<file path="config.mk">
export PLATFORM = sky130hd
export DESIGN_NAME = divclk_monitor
export DESIGN_NICKNAME = d
export VERILOG_FILES = /design/src/rtl/divclk_monitor_pkg.sv /design/src/rtl/divclk_monitor_edge_sync.sv /design/src/rtl/divclk_monitor.sv
export SDC_FILE = /design/constraint.sdc
export NUM_CORES = 1
export LEC_CHECK = 0
export BUFFER_PORTS_ARGS = -buffer_cell sky130_fd_sc_hd__buf_2
export CAP_MARGIN = 20
export CORE_ASPECT_RATIO = 2
export CORE_MARGIN = 2
export CORE_UTILIZATION = 60
export DETAILED_ROUTE_END_ITERATION = 8
export MAX_ROUTING_LAYER = met4
export PLACE_DENSITY = 0.84
export SLEW_MARGIN = 15
export SYNTH_ARGS = -nofsm -noshare
export SYNTH_HDL_FRONTEND = slang
export SYNTH_SLANG_ARGS = --single-unit
</file>
<file path="constraint.sdc">
create_clock -name clk -period 3.9 [get_ports clk]
set_input_delay 0.78 -clock clk [delete_from_list [all_inputs] [get_ports clk]]
set_output_delay 0.78 -clock clk [all_outputs]
set_load 0.01 [all_outputs]
</file>
<file path="src/rtl/divclk_monitor_pkg.sv">
// Shared TTC clock-divider definitions.
//  state_t       : monitor FSM encoding (value 3 is illegal and recovers to IDLE)
//  DIV2_PERIOD   : expected period of the /2 divided clock, in clk cycles
//  DIV16_PERIOD  : expected period of the /16 divided clock, in clk cycles
//  abs_diff()    : magnitude of the difference of two unsigned values
package divclk_monitor_pkg;

  typedef enum logic [1:0] {
    ST_IDLE = 2'd0,
    ST_ACQ  = 2'd1,
    ST_LOCK = 2'd2
  } state_t;

  localparam int unsigned DIV2_PERIOD  = 2;
  localparam int unsigned DIV16_PERIOD = 16;

  function automatic int unsigned abs_diff(input int unsigned a, input int unsigned b);
    return (a >= b) ? (a - b) : (b - a);
  endfunction

endpackage

</file>
<file path="src/rtl/divclk_monitor_edge_sync.sv">
// Three-flop synchroniser for an asynchronous level, with registered
// one-cycle edge strobes. Reusable for any async TTC input.
//  clk      in  system clock
//  init     in  synchronous reset, active-high
//  din      in  asynchronous level
//  rise_stb out 1-cycle pulse per synchronised rising edge
//  fall_stb out 1-cycle pulse per synchronised falling edge
//  level    out synchronised level, time-aligned with the strobes
module edge_sync (
  input  logic clk,
  input  logic init,
  input  logic din,
  output logic rise_stb,
  output logic fall_stb,
  output logic level
);

  logic sync1, sync2, sync3;

  always_ff @(posedge clk) begin
    if (init) begin
      sync1    <= 1'b0;
      sync2    <= 1'b0;
      sync3    <= 1'b0;
      rise_stb <= 1'b0;
      fall_stb <= 1'b0;
    end else begin
      sync1    <= din;
      sync2    <= sync1;
      sync3    <= sync2;
      rise_stb <= sync2 & ~sync3;
      fall_stb <= ~sync2 & sync3;
    end
  end

  // sync3 changes on the same edge the strobes assert, so a counter gated
  // by it counts exactly the high cycles between a rise and its fall.
  assign level = sync3;

endmodule

</file>
<file path="src/rtl/divclk_monitor.sv">
// Receive-side monitor for a TTC divided clock. Synchronises div_in,
// produces edge strobes used downstream as clock enables, measures the
// rise-to-rise period and the high time, and tracks lock against an
// expected period.
//  clk        in  system clock
//  init       in  synchronous reset, active-high
//  div_in     in  divided clock / square wave, async to clk
//  rise_stb   out 1-cycle pulse per synchronised rising edge
//  fall_stb   out 1-cycle pulse per synchronised falling edge
//  period     out last rise-to-rise interval in clk cycles
//  period_vld out period holds a real measurement
//  high_time  out last rise-to-fall interval in clk cycles
//  locked     out monitor is in LOCK
//  lost_stb   out 1-cycle pulse when lock is lost
module divclk_monitor
  import divclk_monitor_pkg::*;
#(
  parameter int unsigned CNT_W      = 8,
  parameter int unsigned EXP_PERIOD = DIV16_PERIOD,
  parameter int unsigned TOL        = 1,
  parameter int unsigned LOCK_CNT   = 4,
  parameter int unsigned TIMEOUT    = 64
) (
  input  logic             clk,
  input  logic             init,
  input  logic             div_in,
  output logic             rise_stb,
  output logic             fall_stb,
  output logic [CNT_W-1:0] period,
  output logic             period_vld,
  output logic [CNT_W-1:0] high_time,
  output logic             locked,
  output logic             lost_stb
);

  localparam logic [CNT_W-1:0] TMO_C  = CNT_W'(TIMEOUT);
  localparam logic [3:0]       LOCK_C = 4'(LOCK_CNT);

  logic rise, fall, level;

  edge_sync u_sync (
    .clk      (clk),
    .init     (init),
    .din      (div_in),
    .rise_stb (rise),
    .fall_stb (fall),
    .level    (level)
  );

  assign rise_stb = rise;
  assign fall_stb = fall;

  logic [CNT_W-1:0] per_cnt, hi_cnt;
  logic [3:0]       good_cnt, good_cnt_nx;
  logic             seen_rise;   // a rise has occurred since reset / IDLE
  logic             armed;       // a rise has occurred since reset
  state_t           state, state_nx;
  logic             lost_nx, to_idle, good, timeout;

  // A period is only meaningful once a previous rise started the count.
  assign good    = seen_rise &&
                   (abs_diff(32'(per_cnt), EXP_PERIOD) <= TOL);
  assign timeout = (per_cnt == TMO_C);

  always_comb begin
    state_nx    = state;
    good_cnt_nx = good_cnt;
    lost_nx     = 1'b0;
    to_idle     = 1'b0;
    case (state)
      ST_IDLE: begin
        if (rise) begin
          state_nx    = ST_ACQ;
          good_cnt_nx = '0;
        end
      end
      ST_ACQ: begin
        if (rise) begin
          if (good) begin
            if (good_cnt + 4'd1 == LOCK_C) begin
              state_nx    = ST_LOCK;
              good_cnt_nx = '0;
            end else begin
              good_cnt_nx = good_cnt + 4'd1;
            end
          end else begin
            good_cnt_nx = '0;
          end
        end else if (timeout) begin
          state_nx = ST_IDLE;
          to_idle  = 1'b1;
        end
      end
      ST_LOCK: begin
        if (rise) begin
          if (!good) begin
            state_nx    = ST_ACQ;
            good_cnt_nx = '0;
            lost_nx     = 1'b1;
          end
        end else if (timeout) begin
          state_nx = ST_IDLE;
          to_idle  = 1'b1;
          lost_nx  = 1'b1;
        end
      end
      default: begin
        state_nx    = ST_IDLE;
        good_cnt_nx = '0;
        to_idle     = 1'b1;
      end
    endcase
  end

  always_ff @(posedge clk) begin
    if (init) begin
      state      <= ST_IDLE;
      good_cnt   <= '0;
      locked     <= 1'b0;
      lost_stb   <= 1'b0;
      per_cnt    <= '0;
      hi_cnt     <= '0;
      period     <= '0;
      period_vld <= 1'b0;
      high_time  <= '0;
      seen_rise  <= 1'b0;
      armed      <= 1'b0;
    end else begin
      state    <= state_nx;
      good_cnt <= good_cnt_nx;
      locked   <= (state_nx == ST_LOCK);
      lost_stb <= lost_nx;

      if (rise)
        per_cnt <= CNT_W'(1);
      else if (per_cnt != '1)
        per_cnt <= per_cnt + CNT_W'(1);

      if (rise)
        hi_cnt <= CNT_W'(1);
      else if (level && hi_cnt != '1)
        hi_cnt <= hi_cnt + CNT_W'(1);

      if (rise) begin
        period    <= per_cnt;
        seen_rise <= 1'b1;
        armed     <= 1'b1;
        if (seen_rise)
          period_vld <= 1'b1;
      end else if (to_idle) begin
        seen_rise  <= 1'b0;
        period_vld <= 1'b0;
      end

      if (fall && armed)
        high_time <= hi_cnt;
    end
  end

endmodule

</file>
* Word-level counts from Yosys, hierarchy flattened
Cells that the tools add are included.
** Word-level totals
- Register bits after elaboration :: 48
- Input port bits :: 3
- Output and inout port bits :: 21
- Word-level logic and storage cells :: 83
** Operators by class
- Add/subtract/negate cells :: 5
- Magnitude comparators :: 2
- Equal/unequal tests :: 12
- Muxes and demuxes :: 29
- Bitwise gates (word level) :: 5
- Reduce and logical (&&, ||, !) cells :: 12
** Operators with widths (number)
- $le 32x1->1 const B :: 1
- $mux 32 :: 1
- $mux 4 :: 6
- $add 8x1->8 const B :: 2
- $ne 8x8->1 const B :: 2
- $mux 2 :: 7
- $mux 1 :: 12
- $pmux 4 s3 :: 1
- $sub 5x8->9 const A :: 1
- $sub 8x5->9 const B :: 1
- $eq 8x7->1 const B :: 1
- $ge 8x5->1 const B :: 1
- $ne 2x1->1 const B :: 3
- $pmux 2 s3 :: 1
- $reduce_bool 2->1 :: 3
- $reduce_or 2->1 :: 3
- $add 4x1->4 const B :: 1
- $eq 2x2->1 const B :: 2
- $eq 4x3->1 const B :: 1
- $ne 2x2->1 const B :: 2
- $reduce_and 4->1 :: 1
- $logic_and 1x1->1 :: 3
- $not 1->1 :: 3
- $and 1x1->1 :: 2
- other kinds (4) :: 4

* Logic depth before layout (Yosys ltp)
Gate-level depths: netlist of run 1.
- Word-level depth :: 8
- Gate-level depth with buffers :: 8
- Depth with buffers taken out :: 8

* By module
A second synthesis of run 1 with hierarchy kept.
** Second synthesis, totals
- Cells, all modules :: 255
- Area, all modules :: 2248.4 um2
** By module, submodules not included
- divclk_monitor :: times used 1, cells each 245, area each 2114.5 um2, sequential area each 860.8 um2
- edge_sync :: times used 1, cells each 10, area each 133.9 um2, sequential area each 100.1 um2

* Worst setup path before layout of run 1
OpenSTA, ideal clock, no wires.
- Kind :: register -> register
- Start point :: register per_cnt[4]
- End point :: register locked
- Library setup time :: 87 ps
- Arrival :: 2154 ps
- Data required time :: 3813 ps
- Slack :: 1659 ps
- Cell stages (with the launch flop) :: 9
- Path buffers :: 0
- Clock period less this slack :: 2241 ps
- Cell sequence :: dfxtp_1 > inv_1 > ha_1 > or4b_4 > o22ai_2 > o2111ai_1 > a211o_4 > a221oi_2 > nor4b_4
** Between the ends
- Longest elaborated chain between the ends :: 8
- Elaborated cells on any way between the ends :: 14
- Classes of those cells :: add/sub (2); order compare (2); eq/ne (2); mux (7); reduce/logical (1)
** RTL lines
- start, declared :: RTL line divclk_monitor.sv:53 : logic [CNT_W-1:0] per_cnt, hi_cnt;
- start signal, assigned :: RTL line divclk_monitor.sv:137 : per_cnt <= per_cnt + CNT_W'(1);
- $sub 5x8->9, or another cell as far along :: RTL line divclk_monitor_pkg.sv:18 : return (a >= b) ? (a - b) : (b - a);
- $mux 32 :: RTL line divclk_monitor_pkg.sv:18
- $le 32x1->1 :: RTL line divclk_monitor.sv:62 : (abs_diff(32'(per_cnt), EXP_PERIOD) <= TOL);
- $logic_and 1x1->1 :: RTL line divclk_monitor.sv:61 : assign good = seen_rise &&
- $mux 2 (on tied branches) :: RTL line divclk_monitor.sv:96, divclk_monitor.sv:79
- $mux 2 (on tied branches) :: RTL line divclk_monitor.sv:95, divclk_monitor.sv:78
- $pmux 2 s3 * :: RTL line divclk_monitor.sv:70 : case (state)
- $eq 2x2->1 * :: RTL line divclk_monitor.sv:131 : locked <= (state_nx == ST_LOCK);
- end signal, assigned :: RTL line divclk_monitor.sv:131
- end, declared :: RTL line divclk_monitor.sv:32 : output logic locked,
Every way passes the cells marked *; elsewhere a longest branch is shown, timed or not.
A chain may end at the register's enable or synchronous reset.

* Worst setup path in the final report of run 1
Ends and elaborated chain as after synthesis.

==> summary.md, run 1 <==
| Metric | Value |
|---|---|
| Status | complete, no violations |
| Worst-Margin Slew | between 0.6 and 0.7 ns |
| Final Max Tran Viols | 0 |
| CP Capture Type | flip-flop |
| Detailed Place HPWL | between 3 and 4 mm |
| Post-CTS Hold Buffers | 0 |
| # Post-CTS Setup Buffers | 0 |
| Leak Pwr | 0.970 nW |
| Crit Path Class | reg -> reg |
| Hold Crit Endpoint | u_sync.fall_stb$_SDFF_PP0_ |
| Final worst slack | 1.51 ns |
| First-pass GRT wire length | 7.32 mm |
| Clock root buffer | clkbuf_8 |
| Gr usage total | 0.230 |
| Synth area leader | dfxtp_1 |
| Clock group share of total power | 0.326 |
| DRC viols | 0 |
| Worst path arrival time | 2.62 ns |
| Max rail drop VDD | between 0.3 and 0.4 mV |
| Largest net degree at the start of global routing | 33 |
| Min-delay src | u_sync.sync2$_SDFF_PP0_ |
| GR Layer Usage met3 | 0.0380 |
| Nets | 288 |
| EDFF count, synth | 0 |
| Vias in the first global route | 1771 |
| Setup TNS | 0 ns |
| Switching Fraction | 0.262 |
| Die X | 47.4 um |
| Via density | roughly 5.5 |
| Most frequent cell after synthesis | dfxtp_1 |
| Layout cell share with drive strength beyond 1 | 0.147 |
| Syn-to-layout area delta | 9.90% |
| Cell depth of the worst flop-to-flop path | 8 |
| Area share of the largest cell type after synthesis | 0.425 |
| Max_cap viols | 0 |
| Reg2reg setup slack | 1.51 ns |
| Worst R2R Start | per_cnt[4]$_SDFFE_PP0P_ |
| GR Util met1 | 0.228 |
| Post-route ant nets | 0 |
| Pre-CTS WS | ~1.5 ns |
| Final Cycle Share | 0.613 |
| Pint | 0.670 mW |
| Net Count, Synth | ~270 |
| Skew final | 0.0117 ns |
| Initial drt markers | 23 |
| Yosys warnings | 0 |
| WP data required | 4.12 ns |
| Mapped Cells | 253 |
| Detailed-route via count | 1783 |
| Synth cell count leaders | dfxtp_1 (48), nor2_1 (29), a21oi_1 (23) |
| Met2 Track Usage GR | 0.393 |
| Core Region | 0.00361 mm^2 |
| Buffers on Ports | 23 |
| I/O Pins | 24 |
| TritonCTS buffer count | 5 |
| Final Hold Fails | 0 |
| Final min period | ~2.4 ns |
| Average size of a mapped cell | between 8 and 9 um^2 |
| # fillers | roughly 310 |
| Top cells by area, synth | dfxtp_1 (42%), ha_1 (7.2%), a21oi_1 (5.1%), nor2_1 (4.8%), mux2i_1 (4.0%) |
| Crit path max fanout | 9 |
| Max frequency | 418 MHz |
| Avg WL per Cell | 13.1 um |
| Flip-flop and latch count after synthesis | 48 |
| Worst-path clk slew | 0.09 ns |
| Part of the power in combinational logic | 0.110 |
| Clock Sink Count | 48 |
| Sequential fraction of design power | 0.563 |
| Setup violations, final | 0 |
| GP Congestion | approximately 0.95 |
| Synth unique cells | 46 |
| CTS tree | done |
| Synth Flop Type | dfxtp_1 |
| Final Util | 0.690 |
| RR Endpoint | locked$_SDFF_PP0_ |
| Ant. Diodes | 0 |
| Gr busiest metal | met2 |
| Post-cts sizing count | 0 |
| Area of the die | 0.00431 mm^2 |
| Sequential area share after synthesis | 0.425 |
| Switch Pwr | 0.238 mW |
| RSZ-0062 raised after global routing | no |
| Post-Route WL | roughly 4.2 mm |
| First-pass DRT Iterations | 5 |
| Rel. slew slack | 0.545 |
| Clk buf depth | 2 |
| Crit start category | flip-flop |
| Worst min-delay path category | reg -> reg |
| Worst-skew pair later-pin latency | 0.31 ns |
| Hold Path Depth | 1 |
| GR Overflow Total | 0 |
| Initial Utilization | 0.627 |
| Initial antenna violation count | 0 |
| Synth Cell Area | 0.00226 mm^2 |
| Async set-or-reset flop fraction in the synthesized netlist | 0 |
| Max H-tree Level | 2 |
| Die height | 90.9 um |
| Cell Pwr Density | 365 mW/mm^2 |
| Row count | 31 |
-- cells by family (layout without fill, tap and decap cells) --
logic type / Yosys count / in the layout / share of synthesized area
DFF: 48 / 48 / 0.425
xor gates and xnor gates: 13 / 13 / 0.0503
AOI/OAI and AO/OA: 49 / 49 / 0.149
muxes: 10 / 10 / 0.0448
and+or+nand+nor: 96 / 96 / 0.216
buffers and inverters: 24 / 44 / 0.0431
adders and majority gates: 13 / 13 / 0.0719
-- power groups by stage --
stage	clock (mW)	sequential (mW)	combinational (mW)
after floorplan	0	0.518	0.0844
after global placement	0	0.522	0.0957
after detailed placement	0	0.523	0.0977
after CTS	0.307	0.511	0.0994
after global routing	0.325	0.513	0.112
final	0.296	0.511	0.100
-- area by class of cell --
type | count | area [um^2] | area share
Multi-Input combinational cell | 181 | 1200 | 0.484
Sequential cell | 48 | 961 | 0.386
Timing Repair Buffer | 24 | 123 | 0.0493
Clock buffer | 5 | 68.8 | 0.0277
Tap cell | 49 | 61.3 | 0.0246
Inverter | 12 | 45.0 | 0.0181
Clock inverter | 3 | 23.8 | 0.00956
-- layer usage --
layer / part of all wire / vias up
met4: 0.032 / 0
met1: 0.38 / 823
met3: 0.026 / 13
li1: - / 916
met2: 0.56 / 31
met5: 0 / -
-- critical path, cell delays in order (launching register included) --
cell	delay, ns
dfxtp_1	0.40
inv_1	0.16
ha_1	0.18
or4b_4	0.46
o22ai_2	0.10
o2111ai_1	0.14
a211o_4	0.38
a221oi_2	0.28
nor4b_4	0.22
-- flip-flops by register name (all words and copies together) (netlist names), 2 cells and up --
register and flops:
good_cnt 4, hi_cnt 8, high_time 8, per_cnt 8, period 8, state 2
-- per-stage QoR --
| step | instance area [um^2] | power [mW] | hold slack (ns) | instances |
|---|---|---|---|---|
| finish | 2490 | 0.907 | 0.417 | 322 |
| global route | 2490 | 0.950 | 0.445 | 322 |
| CTS | 2490 | 0.918 | 0.416 | 322 |
| detailed placement | 2390 | 0.620 | 0.409 | 314 |
| global placement | 2390 | 0.618 | 0.390 | 314 |
| floorplan | 2260 | 0.602 | 0.383 | 253 |
-- how the worst max path moves through the flow --
stage,startpoint,end
after floorplan,per_cnt[4]$_SDFFE_PP0P_,locked$_SDFF_PP0_
after global placement,per_cnt[4]$_SDFFE_PP0P_,locked$_SDFF_PP0_
after detailed placement,per_cnt[4]$_SDFFE_PP0P_,locked$_SDFF_PP0_
after CTS,per_cnt[4]$_SDFFE_PP0P_,locked$_SDFF_PP0_
after global routing,per_cnt[4]$_SDFFE_PP0P_,locked$_SDFF_PP0_
final,per_cnt[4]$_SDFFE_PP0P_,locked$_SDFF_PP0_
-- cell usage in the layout (no fill, tap or decap), drive strengths merged, types with 2 or more instances in the layout --
| cell type | n |
|---|---|
| ha | 13 |
| a211oi | 2 |
| a21oi | 23 |
| nand2 | 19 |
| and2 | 2 |
| buf | 24 |
| dfxtp | 48 |
| a21o | 4 |
| inv | 12 |
| nor2 | 29 |
| clkbuf | 5 |
| or3 | 3 |
| nand3 | 15 |
| clkinvlp | 2 |
| nand4 | 5 |
| nand3b | 2 |
| xnor2 | 8 |
| nor4 | 2 |
| nand2b | 2 |
| xor2 | 5 |
| nor3 | 5 |
| o21a | 2 |
| nor2b | 4 |
| a31oi | 2 |
| mux2i | 9 |
| nor3b | 2 |
| o21ai | 5 |
| a22o | 2 |
(Power assumes the default switching activity.)
==> run 2: changes to the inputs <==
ABC_AREA = 1   (was default)
CORE_UTILIZATION = 52   (was 60)
PLACE_DENSITY = 0.78   (was 0.84)
clock period = 1.95 ns   (was 3.9 ns; I/O delays follow)
==> run 2 against run 1 <==
Compared with the run above: critical path depth grew 6; synthesized cell count up 23%; final area up 6.2%; routed wire length grew 15%; sequential power increased by 100%; hold slack got worse by 0.13 ns; utilization shrank 6.8 points.
==> summary.md, run 2 <==
| Metric | Value |
|---|---|
| Via density | 5.15 |
| Average size of a mapped cell | 7.26 um^2 |
| Sequential area share after synthesis | 0.425 |
| First-pass GRT wire length | 8.16 mm |
| First-pass DRT Iterations | 4 |
| Synth Cell Area | 0.00226 mm^2 |
| Flip-flop and latch count after synthesis | 48 |
| Pre-CTS WS | 0.166 ns |
| Placed instance area | between 0.002 and 0.0025 mm^2 |
| Row count | 34 |
| Detailed-route via count | 2050 |
| Initial Utilization | 0.531 |
| RSZ-0062 raised after global routing | no |
| CP Capture Type | flip-flop |
| Final Cycle Share | 0.901 |
| Crit start category | flip-flop |
| Final worst slack | 0.193 ns |
| Max H-tree Level | 2 |
| Post-CTS Hold Buffers | 0 |
| Leak Pwr | 1.21 nW |
| Max frequency | 569 MHz |
| EDFF count, synth | 0 |
| Xor/xnor share of the synthesized area | 0.0116 |
| Avg WL per Cell | 12.2 um |
| Rel. slew slack | 0.745 |
| Synth Area in Adders | 0.0720 |
| Die height | 97.2 um |
| Clock Sink Count | 48 |
| Mux share of post-synthesis cell area | 0 |
| Cell Pwr Density | 683 mW/mm^2 |
| Final Max Tran Viols | 0 |
| Worst-path clk slew | about 0.090 ns |
| Worst-Margin Slew | between 0.3 and 0.4 ns |
| Detailed Place HPWL | between 3 and 4 mm |
| Area of the die | about 0.0049 mm^2 |
| Worst-skew pair later-pin latency | 0.31 ns |
| TritonCTS buffer count | 5 |
| Max rail drop VDD | 0.894 mV |
| Combinational family with the most area after synthesis | simple AND/OR/NAND/NOR gates |
| Most frequent cells in the layout | nand2_1 (47), dfxtp_1 (45), nor2_1 (39), inv_1 (38), o21ai_0 (32) |
| Non-Filler Instances | 398 |
| Max_cap viols | 0 |
| Area share of the largest cell type after synthesis | 0.425 |
| Synth unique cells | 30 |
| Compound-Gate Fraction of Synth Area | 0.173 |
| Largest net degree at the start of global routing | 17 |
| Synth area leader | dfxtp_1 |
| Die X | 50.6 um |
| Skew final | 0.00287 ns |
| Post-route ant nets | 0 |
| Placed Instances | 387 |
| Setup violations, final | 0 |
| Mapped Cells | 311 |
| Buffers on Ports | 23 |
| Core Region | 0.00425 mm^2 |
| Simple-gate portion of the synthesized area | 0.229 |
| DRC viols | 0 |
| Final Hold Fails | 0 |
| Initial antenna violation count | 0 |
| Nets | approximately 360 |
| Initial drt markers | 43 |
| Final Util | 0.621 |
| Commonest non-fill, non-tap cell in the layout | nand2_1 |
| Status | complete, no violations |
| # fillers | 379 |
| Crit path max fanout | 6 |
| GP Congestion | 0.878 |
| Gr usage total | 0.219 |
| Vias in the first global route | slightly below 2000 |
| Synth Flop Type | dfxtp_1 |
| Worst path arrival time | 2.01 ns |
| Synth cell count leaders | dfxtp_1 (48), nand2_1 (47), nor2_1 (40) |
| Clk buf depth | 2 |
| Worst min-delay path category | in -> reg |
| Setup TNS | 0 ns |
| Async set-or-reset flop fraction in the synthesized netlist | 0 |
| I/O Pins | 24 |
| Top cells by area, synth | dfxtp_1 (43%), nand2_1 (7.8%), a21oi_1 (7.3%), ha_1 (7.2%), o21ai_0 (7.1%) |
| Final min period | roughly 1.8 ns |
| Yosys warnings | 0 |
| Crit Path Class | reg -> reg |
| Post-Route WL | 4.85 mm |
| Layout cell share with drive strength beyond 1 | 0.192 |
| Ant. Diodes | 0 |
| GR Overflow Total | 0 |
| Syn-to-layout area delta | 17.0% |
| Net Count, Synth | 327 |
| WP data required | 2.20 ns |
| Final Cell Area | around 0.0026 mm^2 |
| Clock root buffer | clkbuf_8 |
| Most frequent cell after synthesis | dfxtp_1 |
| CTS tree | done |
[run 2: metal layers]
layer | GRT usage | share of wire
met5 | - | 0
met4 | 0.121 | 0.034
met3 | 0.0323 | 0.035
met2 | 0.336 | 0.47
met1 | 0.271 | 0.46
[run 2: worst max-delay path, cell delays in order (launching register included)]
cell and delay (ns):
dfxtp_4 0.40, inv_6 0.06, ha_4 0.25, nand2_1 0.05
nand2_1 0.05, nand2_1 0.05, nor2_1 0.08, nand3_1 0.12
nor2_4 0.17, nand2_4 0.08, nand2_4 0.10, nand2_1 0.06
nand2_1 0.08, nand2_1 0.06, nor2_1 0.10
[run 2: final timing paths]
| kind | from | endpoint | slack [ns] | cells after the start |
|---|---|---|---|---|
| max | per_cnt[5]$_SDFFE_PP0P_ | locked$_SDFF_PP0_ | 0.19 | 14 |
| min | div_in | u_sync.sync1$_SDFF_PP0_ | 0.28 | 3 |
| max reg2reg | per_cnt[5]$_SDFFE_PP0P_ | locked$_SDFF_PP0_ | 0.19 | 14 |
| min reg2reg | u_sync.sync1$_SDFF_PP0_ | u_sync.sync2$_SDFF_PP0_ | 0.41 | 2 |
[run 2: cells by family (layout without fill, tap and decap cells)]
family,Yosys count,in the layout
xor gates and xnor gates,3,3
buffers and inverters,53,86
and+or+nand+nor,120,120
DFF,48,48
AOI/OAI and AO/OA,74,74
adders and majority gates,13,13
[run 2: cell type report]
type	count	area [um^2]	area share
multi-input cells	210	1150	0.434
flip-flops and latches	48	967	0.366
repair buffers	33	190	0.0720
inverters	45	174	0.0658
clock buffers	6	82.6	0.0313
well taps	54	67.6	0.0256
clock inverters	2	13.8	0.00521
[run 2: where the power goes]
group / internal [mW] / total (mW) / switching, mW
Sequential: 1.00 / 1.02 / 0.0161
Clock: 0.290 / 0.636 / 0.345
Combinational: 0.0558 / 0.152 / 0.0964
[run 2: timing repair]
| item | in CTS | in global routing |
|---|---|---|
| setup endpoints to repair | 0 | 7 |
| setup buffers | 0 | 3 |
| gates resized for setup | 0 | 16 |
[run 2: through the flow]
stage / total power, mW / hold slack [ns]
CTS: 1.81 / 0.279
global route: 1.87 / 0.316
detailed placement: 1.19 / 0.400
floorplan: 1.15 / 0.388
global placement: 1.18 / 0.395
finish: 1.81 / 0.283
==> run 3: changes to the inputs <==
REMOVE_ABC_BUFFERS = 1   (was default)
clock period = 1.55 ns   (was 1.95 ns; I/O delays follow)
==> run 3 against run 2 <==
Compared with the run above: the run now ends with negative setup slack left; flip-flop and latch count unchanged; count of clock-buffer cells in the layout unchanged; cell count up 5.0%; die area unchanged; via count up 8.1%; sequential share of layout area down 3.9 points; critical path depth unchanged; hold slack worse by 0.065 ns; utilization up 7.5 points; final area up 12%; largest cell class unchanged; largest power group unchanged.
==> summary.md, run 3 (same netlist as run 2, synthesis figures left out) <==
| Metric | Value |
|---|---|
| Total power | 2.38 mW |
| Vias in the first global route | 2140 |
| Skew final | between 0.007 and 0.008 ns |
| Row count | 34 |
| Worst min-delay path category | in -> reg |
| Final worst slack | -0.252 ns |
| Avg WL per Cell | 13.7 um |
| Post-CTS Hold Buffers | 0 |
| Nets | 379 |
| Die height | 97.2 um |
| Detailed Place HPWL | 3.59 mm |
| Reg2reg setup slack | -0.25 ns |
| Detailed-route via count | approximately 2200 |
| Cell Pwr Density | about 800 mW/mm^2 |
| Ant. Diodes | 0 |
| Buffers on Ports | 23 |
| Rel. slew slack | 0.753 |
| First-pass DRT Iterations | 4 |
| Crit Path Class | reg -> reg |
| GR Overflow Total | 0 |
| First-pass GRT wire length | 9.47 mm |
| Initial antenna violation count | 0 |
| CP dominant cell by count | nand2_4 |
| CP max stage cell | dfxtp_2 |
| CP Cell Sequence | inv_4 -> ha_4 -> inv_2 -> nor2_2 -> nor2_1 -> nand3_1 -> nand2_1 -> inv_2 -> nor2_4 -> nand2_4 -> nand2_4 -> nand2_4 -> o21ai_2 -> nor2_2 |
| GP Congestion | 0.870 |
| Worst-path clk slew | 0.09 ns |
| Final Cycle Share | 1.16 |
| Placed instance area | 0.00257 mm^2 |
| Post-Route WL | 5.74 mm |
| Clk buf depth | 2 |
| Most frequent cells in the layout | dfxtp_1 (41), nand2_1 (37), nor2_1 (35), inv_1 (32), a21oi_1 (30) |
| Initial drt markers | 83 |
| Max_cap viols | 0 |
| Final min period | 1.80 ns |
| Total stage count of the critical path | 14 |
| Initial Utilization | 0.531 |
| Max rail drop VDD | around 0.65 mV |
| Crit path launch | per_cnt[1]$_SDFFE_PP0P_ |
| CP Capture Type | flip-flop |
| Largest net degree at the start of global routing | 19 |
| Placed Instances | 402 |
| Commonest non-fill, non-tap cell in the layout | dfxtp_1 |
| RR Endpoint | good_cnt[3]$_SDFFE_PP0P_ |
| Final Cell Area | just under 0.003 mm^2 |
| Non-Filler Instances | 418 |
| Area of the die | 0.00492 mm^2 |
| Core Region | 0.00425 mm^2 |
| Post-route ant nets | 0 |
| Setup violations, final | 9 |
| Syn-to-layout area delta | 31.2% |
| Worst-Margin Slew | around 0.37 ns |
| Via density | about 5.3 |
| Clock Sink Count | 48 |
| Die X | 50.6 um |
| Status | finished, violations left |
| Clock root buffer | clkbuf_8 |
| I/O Pins | 24 |
| Worst path arrival time | 2.00 ns |
| Worst R2R Start | per_cnt[1]$_SDFFE_PP0P_ |
| Cell depth of the worst flop-to-flop path | 14 |
| Layout cell share with drive strength beyond 1 | 0.335 |
| Gr usage total | 0.252 |
| CP max stage delay | 0.36 ns |
| RSZ-0062 raised after global routing | yes |
| Final Hold Fails | 0 |
| Crit path max fanout | 6 |
| TritonCTS buffer count | 5 |
| Max H-tree Level | 2 |
| WP data required | 1.75 ns |
| Pre-CTS WS | -0.214 ns |
| CP Buf/Inv Count | 3 |
| Max frequency | between 500 and 600 MHz |
| Worst setup endpoint | good_cnt[3]$_SDFFE_PP0P_ |
| Worst-skew pair later-pin latency | 0.30 ns |
| Crit start category | flip-flop |
| CTS tree | done |
| Leak Pwr | 1.35 nW |
| Final Max Tran Viols | 0 |
| Failing checks | negative setup slack |
| Top delay family on crit path | simple AND/OR/NAND/NOR gates |
| DRC viols | 0 |
## run 3: cell types whose count changed in the layout (fill, tap and decap cells not counted), sizes merged
cell,before,now
buf,33,53
## run 3: cell type report
type                            count  area, um^2
Sequential cell                    48         970
Multi-Input combinational cell    210        1290
Clock inverter                      2        13.8
Tap cell                           54        67.6
Inverter                           45         176
Timing Repair Buffer               53         359
Clock buffer                        6        82.6
Fill cell                         334        1290
## run 3: timing repair
item / CTS / global route
resized for setup: 31 / 36
pin swaps: 19 / 20
endpoints found under the setup margin: 15 / 26
buffers inserted: 8 / 1
## run 3: metal layers
layer,part of all wire,global-route usage
met1,0.39,0.292
met2,0.52,0.415
met3,0.056,0.0400
met4,0.029,0.121
met5,0,-
## run 3: worst min path at each step
stage	start	cells past startpoint	end	slack [ns]
after floorplan	init	1	good_cnt[0]$_SDFFE_PP0P_	0.38
after global placement	u_sync.sync1$_SDFF_PP0_	2	u_sync.sync2$_SDFF_PP0_	0.39
after detailed placement	u_sync.sync1$_SDFF_PP0_	2	u_sync.sync2$_SDFF_PP0_	0.39
after CTS	div_in	3	u_sync.sync1$_SDFF_PP0_	0.22
after global routing	div_in	3	u_sync.sync1$_SDFF_PP0_	0.22
final	div_in	3	u_sync.sync1$_SDFF_PP0_	0.22
## run 3: worst reg2reg max path, cell delays in order, from the launching register on
cell and delay [ns]:
dfxtp_2 0.36, inv_4 0.05, ha_4 0.24, inv_2 0.06
nor2_2 0.04, nor2_1 0.12, nand3_1 0.10, nand2_1 0.09
inv_2 0.04, nor2_4 0.13, nand2_4 0.08, nand2_4 0.11
nand2_4 0.09, o21ai_2 0.14, nor2_2 0.04
## run 3: power breakdown
| part | total, mW | switching [mW] | internal [mW] | leakage (nW) |
|---|---|---|---|---|
| logic | 0.289 | 0.167 | 0.121 | 0.909 |
| registers | 1.28 | 0.0205 | 1.26 | 0.392 |
| clock network | 0.806 | 0.440 | 0.366 | 0.0516 |
| total | 2.38 | 0.628 | 1.75 | 1.35 |
## run 3: per-stage QoR
step,TNS [ns],utilization,hold WS [ns]
finish,-1.68,0.696,0.218
global route,-2.67,0.696,0.218
CTS,-0.761,0.669,0.217
detailed placement,-1.23,0.605,0.393
global placement,-0.606,0.605,0.390
floorplan,-0.976,-,0.379
